### src/rtl/secuenciador_hold_registros_if.sv
// ---------------------------------------------------------------------------
// secuenciador_hold_registros_if
// Signal bundle between the RTC hold sequencer, the RTC bus controller and
// the hora/fecha/timer shadow register bank.
//
//   iniciar        single-cycle start-sweep pulse
//   modo_conf      one-hot group under user configuration (0 = normal mode)
//   dato_valido    bus controller has data for rd_addr this cycle
//   rd_req         read request towards the bus controller
//   rd_addr        address of the register being read
//   hold_n         per-register hold, active low (0 = register loads)
//   ocupado        sweep in progress
//   fin            one-cycle pulse when a sweep completes
//   error_timeout  sticky: a read timed out during the last sweep
//
// master: the sequencer itself.  slave: whoever drives the control/bus side.
// ---------------------------------------------------------------------------
interface secuenciador_hold_registros_if #(
    parameter int NUM_REGS   = 9,
    parameter int NUM_GRUPOS = 3,
    parameter int ADDR_W     = 4
);
    logic                  iniciar;
    logic [NUM_GRUPOS-1:0] modo_conf;
    logic                  dato_valido;
    logic                  rd_req;
    logic [ADDR_W-1:0]     rd_addr;
    logic [NUM_REGS-1:0]   hold_n;
    logic                  ocupado;
    logic                  fin;
    logic                  error_timeout;

    modport master (
        input  iniciar,
        input  modo_conf,
        input  dato_valido,
        output rd_req,
        output rd_addr,
        output hold_n,
        output ocupado,
        output fin,
        output error_timeout
    );

    modport slave (
        output iniciar,
        output modo_conf,
        output dato_valido,
        input  rd_req,
        input  rd_addr,
        input  hold_n,
        input  ocupado,
        input  fin,
        input  error_timeout
    );
endinterface

### src/rtl/secuenciador_hold_registros.sv
// ---------------------------------------------------------------------------
// secuenciador_hold_registros
// On a start pulse, sweeps every RTC shadow register that is not owned by the
// configuration group latched at start. Each register is read through the
// bus controller and, once data is valid, its active-low hold is strobed for
// one cycle so the register reloads. Registers of the live-configured group
// keep hold low permanently so the user can write them.
//
// Ports:
//   clk    system clock
//   reset  synchronous, active-high reset
//   bus    secuenciador_hold_registros_if.master (see interface file)
//
// All outputs are registered.
// ---------------------------------------------------------------------------
module secuenciador_hold_registros #(
    parameter int NUM_REGS       = 9,
    parameter int NUM_GRUPOS     = 3,
    parameter int REGS_POR_GRUPO = 3,
    parameter int ADDR_W         = 4,
    parameter int TIMEOUT_CICLOS = 16
) (
    input  logic clk,
    input  logic reset,
    secuenciador_hold_registros_if.master bus
);
    localparam int CNT_W = $clog2(TIMEOUT_CICLOS + 1);

    typedef enum logic [1:0] {IDLE, REQ, CAP, FIN} estado_t;

    estado_t               estado_q, estado_d;
    logic [ADDR_W-1:0]     indice_q, indice_d;
    logic [NUM_GRUPOS-1:0] saltar_q, saltar_d;
    logic [CNT_W-1:0]      cnt_q, cnt_d;
    logic                  err_q, err_d;

    logic                  rd_req_q, rd_req_d;
    logic [ADDR_W-1:0]     rd_addr_q, rd_addr_d;
    logic [NUM_REGS-1:0]   hold_n_q, hold_n_d;
    logic                  ocupado_q, ocupado_d;
    logic                  fin_q, fin_d;

    logic                  conf_legal;
    logic [ADDR_W:0]       busq_ini;
    logic [ADDR_W:0]       busq_sig;
    logic [NUM_REGS-1:0]   hold_conf_n;
    logic [NUM_REGS-1:0]   strobe_n;

    // Expands a group vector into the set of registers those groups own.
    function automatic logic [NUM_REGS-1:0] mascara_grupo(input logic [NUM_GRUPOS-1:0] grupos);
        logic [NUM_REGS-1:0] m;
        m = '0;
        for (int i = 0; i < NUM_REGS; i++) begin
            m[i] = grupos[i / REGS_POR_GRUPO];
        end
        return m;
    endfunction

    // Lowest set bit of candidatos at or above desde; MSB of result = found.
    // Scanning downwards lets the last hit be the lowest index.
    function automatic logic [ADDR_W:0] buscar(input logic [NUM_REGS-1:0] candidatos, input int desde);
        logic [ADDR_W:0] r;
        r = '0;
        for (int i = NUM_REGS - 1; i >= 0; i--) begin
            if (candidatos[i] && (i >= desde)) begin
                r = {1'b1, ADDR_W'(i)};
            end
        end
        return r;
    endfunction

    // modo_conf is legal when at most one bit is set.
    assign conf_legal = ((bus.modo_conf & (bus.modo_conf - NUM_GRUPOS'(1))) == '0);

    // State register plus the registered copies of every output.
    always_ff @(posedge clk) begin
        if (reset) begin
            estado_q  <= IDLE;
            indice_q  <= '0;
            saltar_q  <= '0;
            cnt_q     <= '0;
            err_q     <= 1'b0;
            rd_req_q  <= 1'b0;
            rd_addr_q <= '0;
            hold_n_q  <= '1;
            ocupado_q <= 1'b0;
            fin_q     <= 1'b0;
        end else begin
            estado_q  <= estado_d;
            indice_q  <= indice_d;
            saltar_q  <= saltar_d;
            cnt_q     <= cnt_d;
            err_q     <= err_d;
            rd_req_q  <= rd_req_d;
            rd_addr_q <= rd_addr_d;
            hold_n_q  <= hold_n_d;
            ocupado_q <= ocupado_d;
            fin_q     <= fin_d;
        end
    end

    // Next-state logic: start acceptance, read wait with timeout, and the
    // next-set-bit walk over the registers not owned by the latched group.
    always_comb begin
        estado_d = estado_q;
        indice_d = indice_q;
        saltar_d = saltar_q;
        cnt_d    = cnt_q;
        err_d    = err_q;
        busq_ini = buscar(~mascara_grupo(bus.modo_conf), 0);
        busq_sig = buscar(~mascara_grupo(saltar_q), int'(indice_q) + 1);

        unique case (estado_q)
            IDLE: begin
                if (bus.iniciar && conf_legal) begin
                    saltar_d = bus.modo_conf;
                    if (busq_ini[ADDR_W]) begin
                        estado_d = REQ;
                        indice_d = busq_ini[ADDR_W-1:0];
                        cnt_d    = '0;
                        err_d    = 1'b0;
                    end else begin
                        estado_d = FIN;
                    end
                end
            end
            REQ: begin
                // Valid data on the last allowed cycle still wins over timeout.
                if (bus.dato_valido) begin
                    estado_d = CAP;
                end else if (cnt_q == CNT_W'(TIMEOUT_CICLOS - 1)) begin
                    err_d = 1'b1;
                    if (busq_sig[ADDR_W]) begin
                        indice_d = busq_sig[ADDR_W-1:0];
                        cnt_d    = '0;
                    end else begin
                        estado_d = FIN;
                    end
                end else begin
                    cnt_d = cnt_q + 1'b1;
                end
            end
            CAP: begin
                if (busq_sig[ADDR_W]) begin
                    estado_d = REQ;
                    indice_d = busq_sig[ADDR_W-1:0];
                    cnt_d    = '0;
                end else begin
                    estado_d = FIN;
                end
            end
            FIN: begin
                estado_d = IDLE;
            end
            default: begin
                estado_d = IDLE;
            end
        endcase
    end

    // Output logic, computed from the next state so the registered outputs
    // line up with the state they describe. Configuration enables and the
    // sweep strobe are both active low, so they combine with AND; an illegal
    // modo_conf forces every hold low.
    always_comb begin
        hold_conf_n = conf_legal ? ~mascara_grupo(bus.modo_conf) : '0;
        strobe_n    = '1;
        if (estado_d == CAP) begin
            strobe_n = ~(NUM_REGS'(1) << indice_d);
        end
        rd_req_d  = (estado_d == REQ);
        rd_addr_d = indice_d;
        hold_n_d  = hold_conf_n & strobe_n;
        ocupado_d = (estado_d != IDLE);
        fin_d     = (estado_d == FIN);
    end

    assign bus.rd_req        = rd_req_q;
    assign bus.rd_addr       = rd_addr_q;
    assign bus.hold_n        = hold_n_q;
    assign bus.ocupado       = ocupado_q;
    assign bus.fin           = fin_q;
    assign bus.error_timeout = err_q;

endmodule

### src/flat_wrapper.sv
// flat-port wrapper written by rule: the top's interface ports become plain ports
module secuenciador_hold_registros_flat 
#(
    parameter int NUM_REGS       = 9,
    parameter int NUM_GRUPOS     = 3,
    parameter int REGS_POR_GRUPO = 3,
    parameter int ADDR_W         = 4,
    parameter int TIMEOUT_CICLOS = 16
)
  (clk, reset, bus_iniciar, bus_modo_conf, bus_dato_valido, bus_rd_req, bus_rd_addr, bus_hold_n, bus_ocupado, bus_fin, bus_error_timeout);
  secuenciador_hold_registros_if #(.NUM_REGS(NUM_REGS), .NUM_GRUPOS(NUM_GRUPOS), .ADDR_W(ADDR_W)) bus_i ();
  input  logic clk;
  input  logic reset;
  input wire logic [$bits(bus_i.iniciar)-1:0] bus_iniciar;
  input wire logic [$bits(bus_i.modo_conf)-1:0] bus_modo_conf;
  input wire logic [$bits(bus_i.dato_valido)-1:0] bus_dato_valido;
  output wire logic [$bits(bus_i.rd_req)-1:0] bus_rd_req;
  output wire logic [$bits(bus_i.rd_addr)-1:0] bus_rd_addr;
  output wire logic [$bits(bus_i.hold_n)-1:0] bus_hold_n;
  output wire logic [$bits(bus_i.ocupado)-1:0] bus_ocupado;
  output wire logic [$bits(bus_i.fin)-1:0] bus_fin;
  output wire logic [$bits(bus_i.error_timeout)-1:0] bus_error_timeout;
  assign bus_i.iniciar = bus_iniciar;
  assign bus_i.modo_conf = bus_modo_conf;
  assign bus_i.dato_valido = bus_dato_valido;
  assign bus_rd_req = bus_i.rd_req;
  assign bus_rd_addr = bus_i.rd_addr;
  assign bus_hold_n = bus_i.hold_n;
  assign bus_ocupado = bus_i.ocupado;
  assign bus_fin = bus_i.fin;
  assign bus_error_timeout = bus_i.error_timeout;
  secuenciador_hold_registros #(.NUM_REGS(NUM_REGS), .NUM_GRUPOS(NUM_GRUPOS), .REGS_POR_GRUPO(REGS_POR_GRUPO), .ADDR_W(ADDR_W), .TIMEOUT_CICLOS(TIMEOUT_CICLOS)) u_core (.clk(clk), .reset(reset), .bus(bus_i));
endmodule
### config.mk
export PLATFORM = sky130hd
export DESIGN_NAME = secuenciador_hold_registros_flat
export DESIGN_NICKNAME = d
export VERILOG_FILES = /design/src/rtl/secuenciador_hold_registros_if.sv /design/src/rtl/secuenciador_hold_registros.sv /design/src/flat_wrapper.sv
export SDC_FILE = /design/constraint.sdc
export NUM_CORES = 1
export LEC_CHECK = 0
export ABC_CLOCK_PERIOD_IN_PS = 5600
export CORE_ASPECT_RATIO = 1.2
export CORE_MARGIN = 2
export CORE_UTILIZATION = 52
export DETAILED_ROUTE_END_ITERATION = 10
export PLACE_DENSITY_LB_ADDON = 0.1
export SLEW_MARGIN = 10
export SYNTH_ARGS = -nofsm -noshare
export SYNTH_HDL_FRONTEND = slang
export SYNTH_SLANG_ARGS = --single-unit
### constraint.sdc
create_clock -name clk -period 5.6 [get_ports clk]
set_input_delay 0.84 -clock clk [delete_from_list [all_inputs] [get_ports clk]]
set_output_delay 0.84 -clock clk [all_outputs]
set_load 0.05 [all_outputs]
==> results.toml <==
[power_and_ir_drop]
p_per_area_mw_per_mm2 = 279
total_power_mw = 0.601
vdd.ir_drop.worst_mv = 0.245
p_leak_nw = 0.790

[global_routing]
grt_pass1_wl_um = 7560
grt-ovfl-total = 0
grtUsageTotal = 0.232
antenna_found_initial = 0
grt_pass1_vias = 1584
grt_max_degree = 20

[route]
routed_via_density = 6.25
dr.first_iter.drc_count = 162
wirelength_um = 4460
wire_per_inst_um = 15.9
num_vias = 1756
drtAntennaViolNets = 0
drc = 0
drtPass1Iterations = 5

[critical_path]
cp_max_fo = 12
crit_required_ps = 5740
arrival_ps = 3170
r2r-end = "u_core.bus.hold_n[5]"
path_class = "flip-flop to flip-flop"
rrSetupSlack_ps = 2560
worstReg2RegStart = "u_core.indice_q[1]"
r2r_cells = 9
critPathLaunchType = "flip-flop"
critPathCaptureType = "flip-flop"

[placement]
gp_congestion = 0.943
dp_slack_ps = 2370
io_buffers = 23
dpl_cell_area_mm2 = 0.00210
dp_hpwl_um = 3460

[timing]
hold_violations = 0
finalCriticalPeriod_ps = 3040
fmax_ghz = 0.329
slew_headroom = 0.535
hold_ws_ps = 497
final_max_slew_viol_count = 0
rsz0062_at_grt = "no"
setup_violations = 0
finClkSkew_ps = 2.55
fin_setup_tns_ps = 0
fin_ws_ps = 2560
min_period_over_period = 0.542
worst_slew_pin_slew_ps = 695

[cells_and_area]
antenna_cells = 0
nNetsFinal = 260
final_common_cell = "dfxtp_1"
area_delta_synth_final_pct = 13.9
num-fill-cells = 331
layout-drive-gt1-share = 0.0868
mostFrequentLayoutCells = "dfxtp_1, nor2_1, clkdlybuf4s50_1, nand2_1"
design_area_mm2 = 0.00215

[status]
run_status = "finished, final reports clean"

[synth]
ys.flop_type = "dfxtp_1"
synth-edff-count = 0
synth_top_area_share = 0.286
syn-num-nets = 242
syn_avg_cell_area_um2 = 8.40
yosysSeqAreaShare = 0.286
netlist_area_mm2 = 0.00189
yosysTopAreaCell = "dfxtp_1"
async_reset_ff_frac = 0
synth_cell_type_count = 68
yosys_warnings = 0
synth_area_leaders = "dfxtp_1, ha_1, a31oi_1"
ys_ff_latch = 27
syn_inst = 225

[floorplanning]
core_mm2 = 0.00354
die_w_um = 59.0
initial_utilization = 0.533
dieArea_mm2 = 0.00413
ios = 24
die_y_um = 70.0
rows = 24

[worst_hold_path]
min_to = "u_core.cnt_q[4]"
hold_class = "flip-flop to flip-flop"
worst_hold_path.num_cells = 1
hp-start = "u_core.cnt_q[4]"

[clock_network]
ctsHtreeMaxLevel = 1
ctsHoldBuffers = 0
clkSinkCount = 27
clk_pin_slew_ps = 90
cts_resized = 0
clk_latency_ps = 270
cts_buffers = 3
cts_buffer_depth = 2
post_cts_buffers = 0
cts-root-buf = "clkbuf_8"
cts_tree = "done"

[run]
max-cap-violations = 0
[Yosys cell counts (all sizes together) (2+ instances only)]
cell	count
a21o	2
a21oi	15
a221oi	2
a22oi	2
a311oi	2
a31oi	16
and2	5
buf	6
clkbuf	4
dfxtp	27
ha	10
inv	13
mux2i	3
nand2	16
nand2b	6
nand3	4
nand3b	2
nand4	3
nor2	25
nor2b	2
nor3	6
nor3b	2
nor4b	2
o211ai	2
o21a	2
o21ai	10
o32ai	4
or2	5
[worst max path at each step]
stage	startpoint	endpoint	slack, ps
detailed placement	bus_modo_conf[2]	u_core.bus.hold_n[6]	2370
global placement	bus_modo_conf[2]	u_core.bus.hold_n[6]	2400
finish	u_core.indice_q[1]	u_core.bus.hold_n[5]	2560
global route	u_core.indice_q[1]	u_core.bus.hold_n[5]	2230
floorplan	u_core.indice_q[1]	u_core.bus.hold_n[6]	2720
CTS	u_core.indice_q[1]	u_core.bus.hold_n[6]	2580
[through the flow]
step,cells,util
4_1_cts,281,0.607
6_report,281,0.607
5_1_grt,281,0.607
2_1_floorplan,225,-
3_3_place_gp,277,0.594
3_5_place_dp,277,0.594
[registers in the layout (all words and copies together), names as in the netlist]
register / cells
u_core.estado_q: 2
u_core.saltar_q: 3
u_core.indice_q: 4
u_core.bus.hold_n: 9
u_core.bus.ocupado: 1
u_core.bus.rd_req: 1
u_core.bus.error_timeout: 1
u_core.cnt_q: 5
u_core.bus.fin: 1
[cell type report]
cell class                      instances  area [µm²]  area share
Multi-Input combinational cell        175        1230       0.574
Sequential cell                        27         541       0.251
Timing Repair Buffer                   23         230       0.107
Inverter                               13        48.8      0.0227
Tap cell                               39        48.8      0.0227
Clock buffer                            3        41.3      0.0192
Clock inverter                          1        7.51     0.00349
[per-layer routing]
layer | vias up | track usage | wire length, µm
met2 | 64 | 0.385 | 2190
met5 | - | 0 | 0
met4 | 0 | 0.0707 | 97
met3 | 11 | 0.0204 | 223
li1 | 878 | - | -
met1 | 803 | 0.313 | 1940
[power breakdown]
part           total (mW)  internal, mW  switching, mW
Combinational       0.262         0.100          0.162
Sequential          0.228         0.210         0.0176
Clock               0.111        0.0505         0.0603
Total               0.601         0.361          0.239
[worst max-delay path, stage by stage (launching register included)]
cell	delay (ps)
dfxtp_1	590
inv_1	150
ha_1	420
nand2b_4	90
o41ai_4	350
or2_1	290
a31oi_1	130
or2_0	370
nor4b_4	370
a31oi_1	140
[cell families after synthesis]
family / after synthesis / synth area share
XOR/XNOR: 2 / 0.0132
buffers and inverters: 23 / 0.0603
AND/OR/NAND/NOR: 87 / 0.266
multiplexers: 3 / 0.0159
adder cells (fa/ha/maj): 11 / 0.0722
flip-flops: 27 / 0.286
AO/OA/AOI/OAI: 72 / 0.287
(Power assumes the default switching activity.)
